**src/rtl/class_fifo.sv**
```systemverilog
// Per-class circular FIFO with registered read data, occupancy count,
// threshold flags and sticky overflow/underflow error flags.
module class_fifo #(
  parameter int unsigned DATA_WIDTH      = 12,
  parameter int unsigned ADDR_WIDTH      = 3,
  parameter int unsigned ALMOST_FULL_TH  = 6,
  parameter int unsigned ALMOST_EMPTY_TH = 2
) (
  input  logic                  clk,
  input  logic                  reset_L,
  input  logic [DATA_WIDTH-1:0] data_in,
  input  logic                  push,
  input  logic                  pop,
  output logic [DATA_WIDTH-1:0] data_out,
  output logic                  valid_out,
  output logic [ADDR_WIDTH:0]   count,
  output logic                  full,
  output logic                  empty,
  output logic                  almost_full,
  output logic                  almost_empty,
  output logic                  overflow_err,
  output logic                  underflow_err
);

  localparam int unsigned Depth = 1 << ADDR_WIDTH;
  localparam logic [ADDR_WIDTH:0] DepthCnt = {1'b1, {ADDR_WIDTH{1'b0}}};
  localparam logic [ADDR_WIDTH:0] AfTh     = ALMOST_FULL_TH[ADDR_WIDTH:0];
  localparam logic [ADDR_WIDTH:0] AeTh     = ALMOST_EMPTY_TH[ADDR_WIDTH:0];

  logic [DATA_WIDTH-1:0] mem_q [Depth];

  logic [ADDR_WIDTH-1:0] wr_ptr_q, wr_ptr_d;
  logic [ADDR_WIDTH-1:0] rd_ptr_q, rd_ptr_d;
  logic [ADDR_WIDTH:0]   count_q, count_d;
  logic [DATA_WIDTH-1:0] data_out_q, data_out_d;
  logic                  valid_q, valid_d;
  logic                  ovf_q, ovf_d;
  logic                  udf_q, udf_d;

  logic full_w, empty_w;
  logic push_ok, pop_ok;

  assign full_w  = (count_q == DepthCnt);
  assign empty_w = (count_q == '0);

  // A pop in the same cycle frees the slot a push into a full FIFO needs.
  assign pop_ok  = pop && !empty_w;
  assign push_ok = push && (!full_w || pop_ok);

  always_comb begin
    wr_ptr_d   = wr_ptr_q;
    rd_ptr_d   = rd_ptr_q;
    count_d    = count_q;
    data_out_d = data_out_q;
    valid_d    = 1'b0;
    ovf_d      = ovf_q;
    udf_d      = udf_q;

    if (push_ok) begin
      wr_ptr_d = wr_ptr_q + 1'b1;
    end else if (push) begin
      ovf_d = 1'b1;
    end

    if (pop_ok) begin
      rd_ptr_d   = rd_ptr_q + 1'b1;
      data_out_d = mem_q[rd_ptr_q];
      valid_d    = 1'b1;
    end else if (pop) begin
      udf_d = 1'b1;
    end

    unique case ({push_ok, pop_ok})
      2'b10:   count_d = count_q + 1'b1;
      2'b01:   count_d = count_q - 1'b1;
      default: count_d = count_q;
    endcase
  end

  always_ff @(posedge clk) begin
    if (!reset_L) begin
      wr_ptr_q   <= '0;
      rd_ptr_q   <= '0;
      count_q    <= '0;
      data_out_q <= '0;
      valid_q    <= 1'b0;
      ovf_q      <= 1'b0;
      udf_q      <= 1'b0;
    end else begin
      wr_ptr_q   <= wr_ptr_d;
      rd_ptr_q   <= rd_ptr_d;
      count_q    <= count_d;
      data_out_q <= data_out_d;
      valid_q    <= valid_d;
      ovf_q      <= ovf_d;
      udf_q      <= udf_d;
    end
  end

  // Storage is not reset; writes are blocked while reset is asserted.
  always_ff @(posedge clk) begin
    if (reset_L && push_ok) begin
      mem_q[wr_ptr_q] <= data_in;
    end
  end

  assign data_out      = data_out_q;
  assign valid_out     = valid_q;
  assign count         = count_q;
  assign full          = full_w;
  assign empty         = empty_w;
  assign almost_full   = (count_q >= AfTh);
  assign almost_empty  = (count_q <= AeTh);
  assign overflow_err  = ovf_q;
  assign underflow_err = udf_q;

endmodule

```
**config.mk**
```make
export PLATFORM = sky130hd
export DESIGN_NAME = class_fifo
export DESIGN_NICKNAME = d
export VERILOG_FILES = /design/src/rtl/class_fifo.sv
export SDC_FILE = /design/constraint.sdc
export NUM_CORES = 1
export LEC_CHECK = 0
export CORE_ASPECT_RATIO = 1.75
export CORE_MARGIN = 4
export CORE_UTILIZATION = 62
export DETAILED_ROUTE_END_ITERATION = 8
export MAX_ROUTING_LAYER = met4
export PLACE_DENSITY = 0.84
export SETUP_SLACK_MARGIN = 0.3
export SKIP_CTS_REPAIR_TIMING = 1
export SLEW_MARGIN = 0
export SYNTH_ARGS = -nofsm -noshare
export SYNTH_HDL_FRONTEND = slang
export SYNTH_SLANG_ARGS = --single-unit
```
**constraint.sdc**
```tcl
create_clock -name clk -period 4.95 [get_ports clk]
set_clock_uncertainty 0.15 [all_clocks]
set_input_delay 1.485 -clock clk [delete_from_list [all_inputs] [get_ports clk]]
set_output_delay 1.485 -clock clk [all_outputs]
set_load 0.05 [all_outputs]
```
==> results of run 1 <==
tightest hold or removal path, delay by kind of cell, from the launching register on:
family	cells	cell delay [ns]
DFF	1	0.33
and+or+nand+nor	1	0.09
AOI/OAI and AO/OA	1	0.04
path summary, 6_finish.rpt:
kind	endpoint	cells past startpoint	startpoint	slack (ns)
max reg2reg	count[3]	8	count[3]	2.31
min	overflow_err	2	overflow_err	0.35
min reg2reg	overflow_err	2	overflow_err	0.35
max	full	3	count[0]	0.93
where the power goes:
group / internal (µW) / switching, µW
Clock: 769 / 389
Sequential: 1190 / 78.8
Combinational: 415 / 644
synthesized netlist by cell type (5+ instances only):
cell,instances
nand2_1,7
edfxtp_1,96
inv_1,5
o21ai_0,14
nor3_1,5
xnor2_1,5
mux4_2,24
dfxtp_1,25
buf_2,7
mux2i_1,13
nor2_1,14
a21oi_1,15
kinds of logic (layout without fill, tap and decap cells):
logic type                 after synthesis  after routing  share of synthesized area
AOI/OAI and AO/OA                       42             42                    0.06008
xor gates and xnor gates                 7              7                    0.01274
adders and majority gates                5              5                    0.01456
buffers and inverters                   24             86                    0.02627
DFF                                    121            121                     0.7032
muxes                                   37             37                     0.1394
and+or+nand+nor                         43             43                    0.04369
sequential cells by signal, indices dropped and copies added, names as in the netlist:
register	cells
count	4
rd_ptr_q	3
mem_q	96
valid_out	1
underflow_err	1
data_out	12
overflow_err	1
wr_ptr_q	3
area by class of cell:
| class | count | area, µm² |
|---|---|---|
| fill | 441 | 1678 |
| sequential | 121 | 3383 |
| multi-input combinational | 134 | 1334 |
| tap | 88 | 110.1 |
| timing repair buffer | 49 | 462.9 |
| clock buffer | 25 | 516.7 |
| inverter | 5 | 18.77 |
| clock inverter | 7 | 63.81 |
through the flow:
| step | hold WS [ns] | cells |
|---|---|---|
| 2_1_floorplan | 0.4064 | 279 |
| 3_3_place_gp | 0.3221 | 397 |
| 3_5_place_dp | 0.3523 | 397 |
| 4_1_cts | 0.3661 | 429 |
| 5_1_grt | 0.3827 | 429 |
| 6_report | 0.3509 | 429 |
metal layers:
metal / wire (µm) / vias to the layer above
li1: - / 1197
met1: 3538 / 1296
met2: 4896 / 77
met3: 398 / 12
met4: 167 / 0
met5: 0 / -
==> out/metrics.cfg, run 1 <==
[status]
status = finished, final reports clean

[critical_path]
cp-end-kind = primary output
crit_buf_inv = 1
path_delay_family = buffers and inverters
cpPeakStageDelay_ns = 0.80
start_kind = flip-flop
critPathRequiredTime_ns = 3.31
path_class = flip-flop to primary output
crit_fanout = 9
cp_slowest_cell = clkdlybuf4s50_1
critPathArrivalTime_ns = 2.38
worstPathCellList = nor3_1, and2_1, clkdlybuf4s50_1

[clock_network]
numClockSinks = 121
clockBufferDepth = 2
cts_buffers = 17
htree_levels = 4
tritoncts = built
path_clk_slew_ns = 0.05
clock_latency_ns = 0.40
root_buffer = clkbuf_16

[floorplanning]
io-pin-count = 39
core.rowCount = 42
die_w_um = 74.59
start_util = 0.6357
die_area_um2 = 9289
core-area_um2 = 7567
die_height_um = 124.5

[sta]
maxSlewHeadroom = 0.3973
setup_slack_ns = 0.9313
fmax_mhz = 248.8
worst_slew_pin_slew_ns = 0.9028
setup_viol = 0
period_share = 0.8118
period_minus_slack_ns = 4.019
fin_setup_tns_ns = 0
slew_viol_final = 0
finalHoldViolCount = 0
rsz0062_at_grt = no

[drt]
drt_iter0_markers = 151
via_per_inst = 6.019
vias = 2582
drc_errors = 0
postRouteAntennaNets = 0
avgRoutedWirePerCell_um = 20.98
dr.pass1.iters = 4
drt_wl_total_um = 9000

[global_routing]
grtUsageMet3 = 0.06866
grt_use_met2 = 0.3463
grtUsageMet1 = 0.2706
grt_pass1_vias = 2728
grt_use_total = 0.2266
antenna_found_initial = 0
grt_max_degree = 29
grt_overflow = 0
grt_pass1_wl_um = 14480
busiest_layer = met2

[cells_and_area]
layout_common_cells = 96 x edfxtp_1, 38 x clkdlybuf4s50_1, 25 x dfxtp_1
final_common_cell = edfxtp_1
drive_above_1_share = 0.2229
finalNetCount = 349
antenna_cells = 0
fin_area_um2 = 5889
syn2layout_area_growth_pct = 22.42
finish.utilization = 0.7783

[placement]
io_buffers = 38
place.gp.congestion = 0.8562
place_area_um2 = 5309
dp_hpwl_um = 5588
dp_slack_ns = 0.8465

[power_and_ir_drop]
p_leak_uw = 0.001961
powerDensity_nw_per_um2 = 592.2
ir_drop_mv = 0.3698
power.total_uw = 3488

[yosys]
synth_warnings = 0
synth_edf_count = 96
synth_top_cell_area_share = 0.5992
synth_top_area_cell = edfxtp_1
synthesis.area_um2 = 4811
synth-async-reset-ratio = 0
avgSynthCellArea_um2 = 17.24
ys_seq_elements = 121
syn_nets = 300
netlist_instances = 279
synth_area_leaders = edfxtp_1 60%, mux4_2 11%, dfxtp_1 10%, mux2i_1 2.7%, a21oi_1 1.6%
synth_ff_type = edfxtp_1
synthDistinctLibCells = 39
seq_area_frac_synth = 0.7033

[hold_path]
hold_class = flip-flop to flip-flop

[run]
cap_violations = 0

(Power assumes the default switching activity.)
==> inputs of run 2 (changes only) <==
- CORE_UTILIZATION: 62 -> 57
- PLACE_DENSITY: 0.84 -> 0.78
- clock period: 4.95 -> 4.2 ns (I/O delays scaled with it)
==> out/metrics.cfg, run 2 (synthesized netlist as in run 1, its figures left out) <==
[status]
status = finished, final reports clean

[placement]
dp_hpwl_um = 5489  ; -1.8%
dp.cells = 404  ; +1.8%
io_buffers = 38  ; unchanged
place.gp.congestion = 0.8309  ; -3.0%

[floorplanning]
die_area_um2 = 10030  ; +8.0%
io-pin-count = 39  ; unchanged
die_height_um = 129.5  ; +4.0%
core.rowCount = 44  ; +4.8%
die_w_um = 77.45  ; +3.8%
start_util = 0.5826  ; -0.05317
core-area_um2 = 8258  ; +9.1%

[hold_path]
hp-start = underflow_err
hold_class = flip-flop to flip-flop

[sta]
worst_slew_pin_slew_ns = 0.9175  ; +0.01475 ns
period_minus_slack_ns = 3.665
period_share = 0.8727
rsz0062_at_grt = no
finalHoldViolCount = 0  ; unchanged
setup_viol = 0  ; unchanged
slew_viol_final = 0  ; unchanged
whs_ns = 0.3393  ; -0.01156 ns
fmax_mhz = 272.8
fin_setup_tns_ns = 0  ; unchanged
maxSlewHeadroom = 0.3883  ; -0.009009

[global_routing]
grt_pass1_vias = 2771  ; +1.6%
grt_overflow = 0  ; unchanged
grt_use_total = 0.2027  ; -0.02390
grt_max_degree = 28  ; -3.4%
grt_pass1_wl_um = 14220  ; -1.8%
antenna_found_initial = 0  ; unchanged

[cells_and_area]
largest_reg_flops = 96  ; unchanged
drive_above_1_share = 0.2238  ; +0.0009633
top_register = mem_q
antenna_cells = 0  ; unchanged
syn2layout_area_growth_pct = 23.88
fin_cells = 436  ; +1.6%
final_common_cell = edfxtp_1
finish.utilization = 0.7217  ; -0.05661
layout_common_cells = 96 x edfxtp_1, 38 x clkdlybuf4s50_1, 24 x mux4_2, 24 x dfxtp_1, 17 x clkbuf_16
finalNetCount = 352  ; +0.86%

[power_and_ir_drop]
power.total_uw = 4255  ; +22%
ir_drop_mv = 0.4503  ; +22%
powerDensity_nw_per_um2 = 714.0  ; +21%
p_leak_uw = 0.001988  ; +1.4%

[drt]
via_per_inst = 6.041  ; +0.38%
dr.pass1.iters = 4  ; unchanged
drt_iter0_markers = 166  ; +9.9%
vias = 2634  ; +2.0%
postRouteAntennaNets = 0  ; unchanged
avgRoutedWirePerCell_um = 20.66  ; -1.5%
drt_wl_total_um = 9009  ; +0.10%
drc_errors = 0  ; unchanged

[clock_network]
htree_levels = 4  ; unchanged
root_buffer = clkbuf_16
clock_latency_ns = 0.40  ; about the same
cts_buffers = 17  ; unchanged
tritoncts = built
clockBufferDepth = 2  ; unchanged
path_clk_slew_ns = 0.05  ; about the same
numClockSinks = 121  ; unchanged

[critical_path]
setup.worst_path.start = count[0]
crit_fanout = 9  ; unchanged
path_class = flip-flop to primary output
start_kind = flip-flop
cp-end-kind = primary output
critPathRequiredTime_ns = 2.79  ; -0.52 ns
ff2ff_setup_slack_ns = 1.84  ; -0.47 ns
critPathArrivalTime_ns = 2.26  ; -0.12 ns
r2r-start = count[3]

[run]
cap_violations = 0  ; unchanged

==> run 2: final cells by class <==
cell class | count | area [µm²]
multi-input combinational | 134 | 1339
timing repair buffer | 52 | 485.5
inverter | 5 | 18.77
clock inverter | 11 | 176.4
fill | 518 | 2298
clock buffer | 21 | 440.4
sequential | 121 | 3385
tap | 92 | 115.1
==> run 2: stage by stage <==
stage | area (µm²) | setup slack [ns]
2_1_floorplan | 4811 | 0.5923
3_3_place_gp | 5338 | 0.5955
3_5_place_dp | 5338 | 0.5464
4_1_cts | 5954 | 0.3497
5_1_grt | 5959 | 0.4258
6_report | 5959 | 0.5347
==> run 2: path summary, 6_finish.rpt <==
path,end,cells after the start
worst max register to register,count[3],8
worst min register to register,underflow_err,2
worst min-delay path,underflow_err,2
worst max-delay path,empty,3
==> run 2: per-layer routing <==
layer	GRT usage	wire length, µm	vias to the layer above
met5	-	0	-
met4	0.1153	320	0
met3	0.05772	367	25
met2	0.3316	4749	79
met1	0.2215	3572	1330
li1	-	-	1200
==> run 2: where the power goes <==
| group | internal [µW] | total [µW] | switching, µW |
|---|---|---|---|
| Sequential | 1410 | 1580 | 177 |
| Clock | 1040 | 1510 | 473 |
| Combinational | 492 | 1160 | 666 |
==> run 2: critical path, stage by stage (launching register included) <==
cell and delay, ns:
dfxtp_1 0.41, or3_4 0.48, nor2_1 0.14, clkdlybuf4s50_1 0.82
==> inputs of run 3 (changes only) <==
- CORE_UTILIZATION: 57 -> 52
- PLACE_DENSITY: 0.78 -> 0.75
- clock period: 4.2 -> 3.3 ns (I/O delays scaled with it)
==> out/metrics.cfg, run 3 (synthesized netlist as in run 1, its figures left out) <==
[sta]
maxSlewHeadroom = 0.3911  ; +0.002747
finalHoldViolCount = 0  ; unchanged
period_minus_slack_ns = 2.958
whs_ns = 0.3261  ; -0.01324 ns
slew_viol_final = 0  ; unchanged
setup_viol = 0  ; unchanged
worst_slew_pin_slew_ns = 0.9121  ; -0.005367 ns
rsz0062_at_grt = no
fmax_mhz = 338.1
setup_slack_ns = 0.3423  ; -0.1924 ns
period_share = 0.8963

[critical_path]
cp-end-kind = primary output
cp_slowest_cell = clkdlybuf4s50_1
critPathArrivalTime_ns = 1.82  ; -0.44 ns
cpPeakStageDelay_ns = 0.88  ; +0.06 ns
crit_buf_inv = 1  ; unchanged
critPathRequiredTime_ns = 2.16  ; -0.63 ns
start_kind = flip-flop
crit_fanout = 9  ; unchanged
path_class = flip-flop to primary output
path_delay_family = buffers and inverters
worstPathCellList = clkdlybuf4s50_1

[clock_network]
htree_levels = 4  ; unchanged
cts_buffers = 17  ; unchanged
numClockSinks = 121  ; unchanged
clock_latency_ns = 0.40  ; about the same
tritoncts = built
root_buffer = clkbuf_16
clockBufferDepth = 2  ; unchanged
path_clk_slew_ns = 0.05  ; about the same

[placement]
dp_slack_ns = 0.1684  ; -0.3780 ns
dp_hpwl_um = 5710  ; +4.0%
io_buffers = 38  ; unchanged
place.gp.congestion = 0.8170  ; -1.7%

[cells_and_area]
largest_reg_flops = 96  ; unchanged
finalNetCount = 357  ; +1.4%
antenna_cells = 0  ; unchanged
syn2layout_area_growth_pct = 25.23
multi_input_area_um2 = 1344  ; +0.37%
ff_latch_area_um2 = 3383  ; about the same
top_register = mem_q
final_common_cell = edfxtp_1
layout_common_cells = 96 x edfxtp_1, 31 x clkdlybuf4s50_1, 25 x dfxtp_1
drive_above_1_share = 0.2521  ; +0.02831
finish.utilization = 0.6667  ; -0.05495
n_fill_cell = 628  ; +21%

[floorplanning]
die_area_um2 = 10920  ; +8.8%
start_util = 0.5324  ; -0.05017
die_height_um = 135.2  ; +4.4%
core-area_um2 = 9036  ; +9.4%
core.rowCount = 46  ; +4.5%
die_w_um = 80.71  ; +4.2%
io-pin-count = 39  ; unchanged

[drt]
drt_iter0_markers = 231  ; +39%
drc_errors = 0  ; unchanged
avgRoutedWirePerCell_um = 19.64  ; -4.9%
vias = 2655  ; +0.80%
drt_wl_total_um = 9213  ; +2.3%
dr.pass1.iters = 4  ; unchanged
via_per_inst = 5.661  ; -6.3%
postRouteAntennaNets = 0  ; unchanged

[power_and_ir_drop]
ir_drop_mv = 0.5700  ; +27%
p_leak_uw = 0.002061  ; +3.6%
powerDensity_nw_per_um2 = 881.6  ; +23%
power.total_uw = 5312  ; +25%

[global_routing]
grt_max_degree = 28  ; unchanged
grt_pass1_wl_um = 14890  ; +4.7%
antenna_found_initial = 0  ; unchanged
grt_overflow = 0  ; unchanged
grt_pass1_vias = 2830  ; +2.1%
grt_use_total = 0.1952  ; -0.007561

[run]
cap_violations = 0  ; unchanged

[hold_path]
hold_class = flip-flop to flip-flop

[status]
status = finished, final reports clean

[run 3: cell types whose count changed in the layout (fill, tap and decap cells not counted), sizes merged]
cell           change
buf                +7
bufinv             -2
clkbuf             -3
clkdlybuf4s50      -7
clkinv             +1
clkinvlp           +4
dlymetal6s2s       +5
[run 3: final cells by class]
| type | count | share of cell area |
|---|---|---|
| clock inverter | 14 | 0.02596 |
| multi-input combinational | 134 | 0.2231 |
| sequential | 121 | 0.5616 |
| timing repair buffer | 57 | 0.09013 |
| inverter | 5 | 0.003115 |
| clock buffer | 18 | 0.07124 |
| tap | 120 | 0.02492 |
[run 3: worst paths after layout]
kind	start	to	slack, ns	cells after the start
worst max-delay path	count[2]	count[2]	0.34	1
worst min-delay path	overflow_err	overflow_err	0.33	2
worst max register to register	count[3]	count[3]	0.98	8
worst min register to register	overflow_err	overflow_err	0.33	2
[run 3: per-layer routing]
metal / track usage / vias to the layer above / wire [µm]
met1: 0.2281 / 1372 / 3792
met4: 0.07801 / 0 / 116
met5: - / - / 0
li1: - / 1217 / -
met2: 0.3173 / 56 / 4992
met3: 0.05459 / 10 / 312
[run 3: through the flow]
step | instances | setup TNS, ns | area [µm²]
finish | 469 | 0 | 6025
global route | 469 | 0 | 6025
CTS | 469 | 0 | 6007
detailed placement | 437 | 0 | 5421
global placement | 437 | 0 | 5421
floorplan | 279 | -0.9045 | 4826
[run 3: report_power, final]
group          switching, µW  internal (µW)  leakage [µW]
Combinational            970            630      0.000711
Sequential               119           1790       0.00107
Clock                    631           1170      0.000277
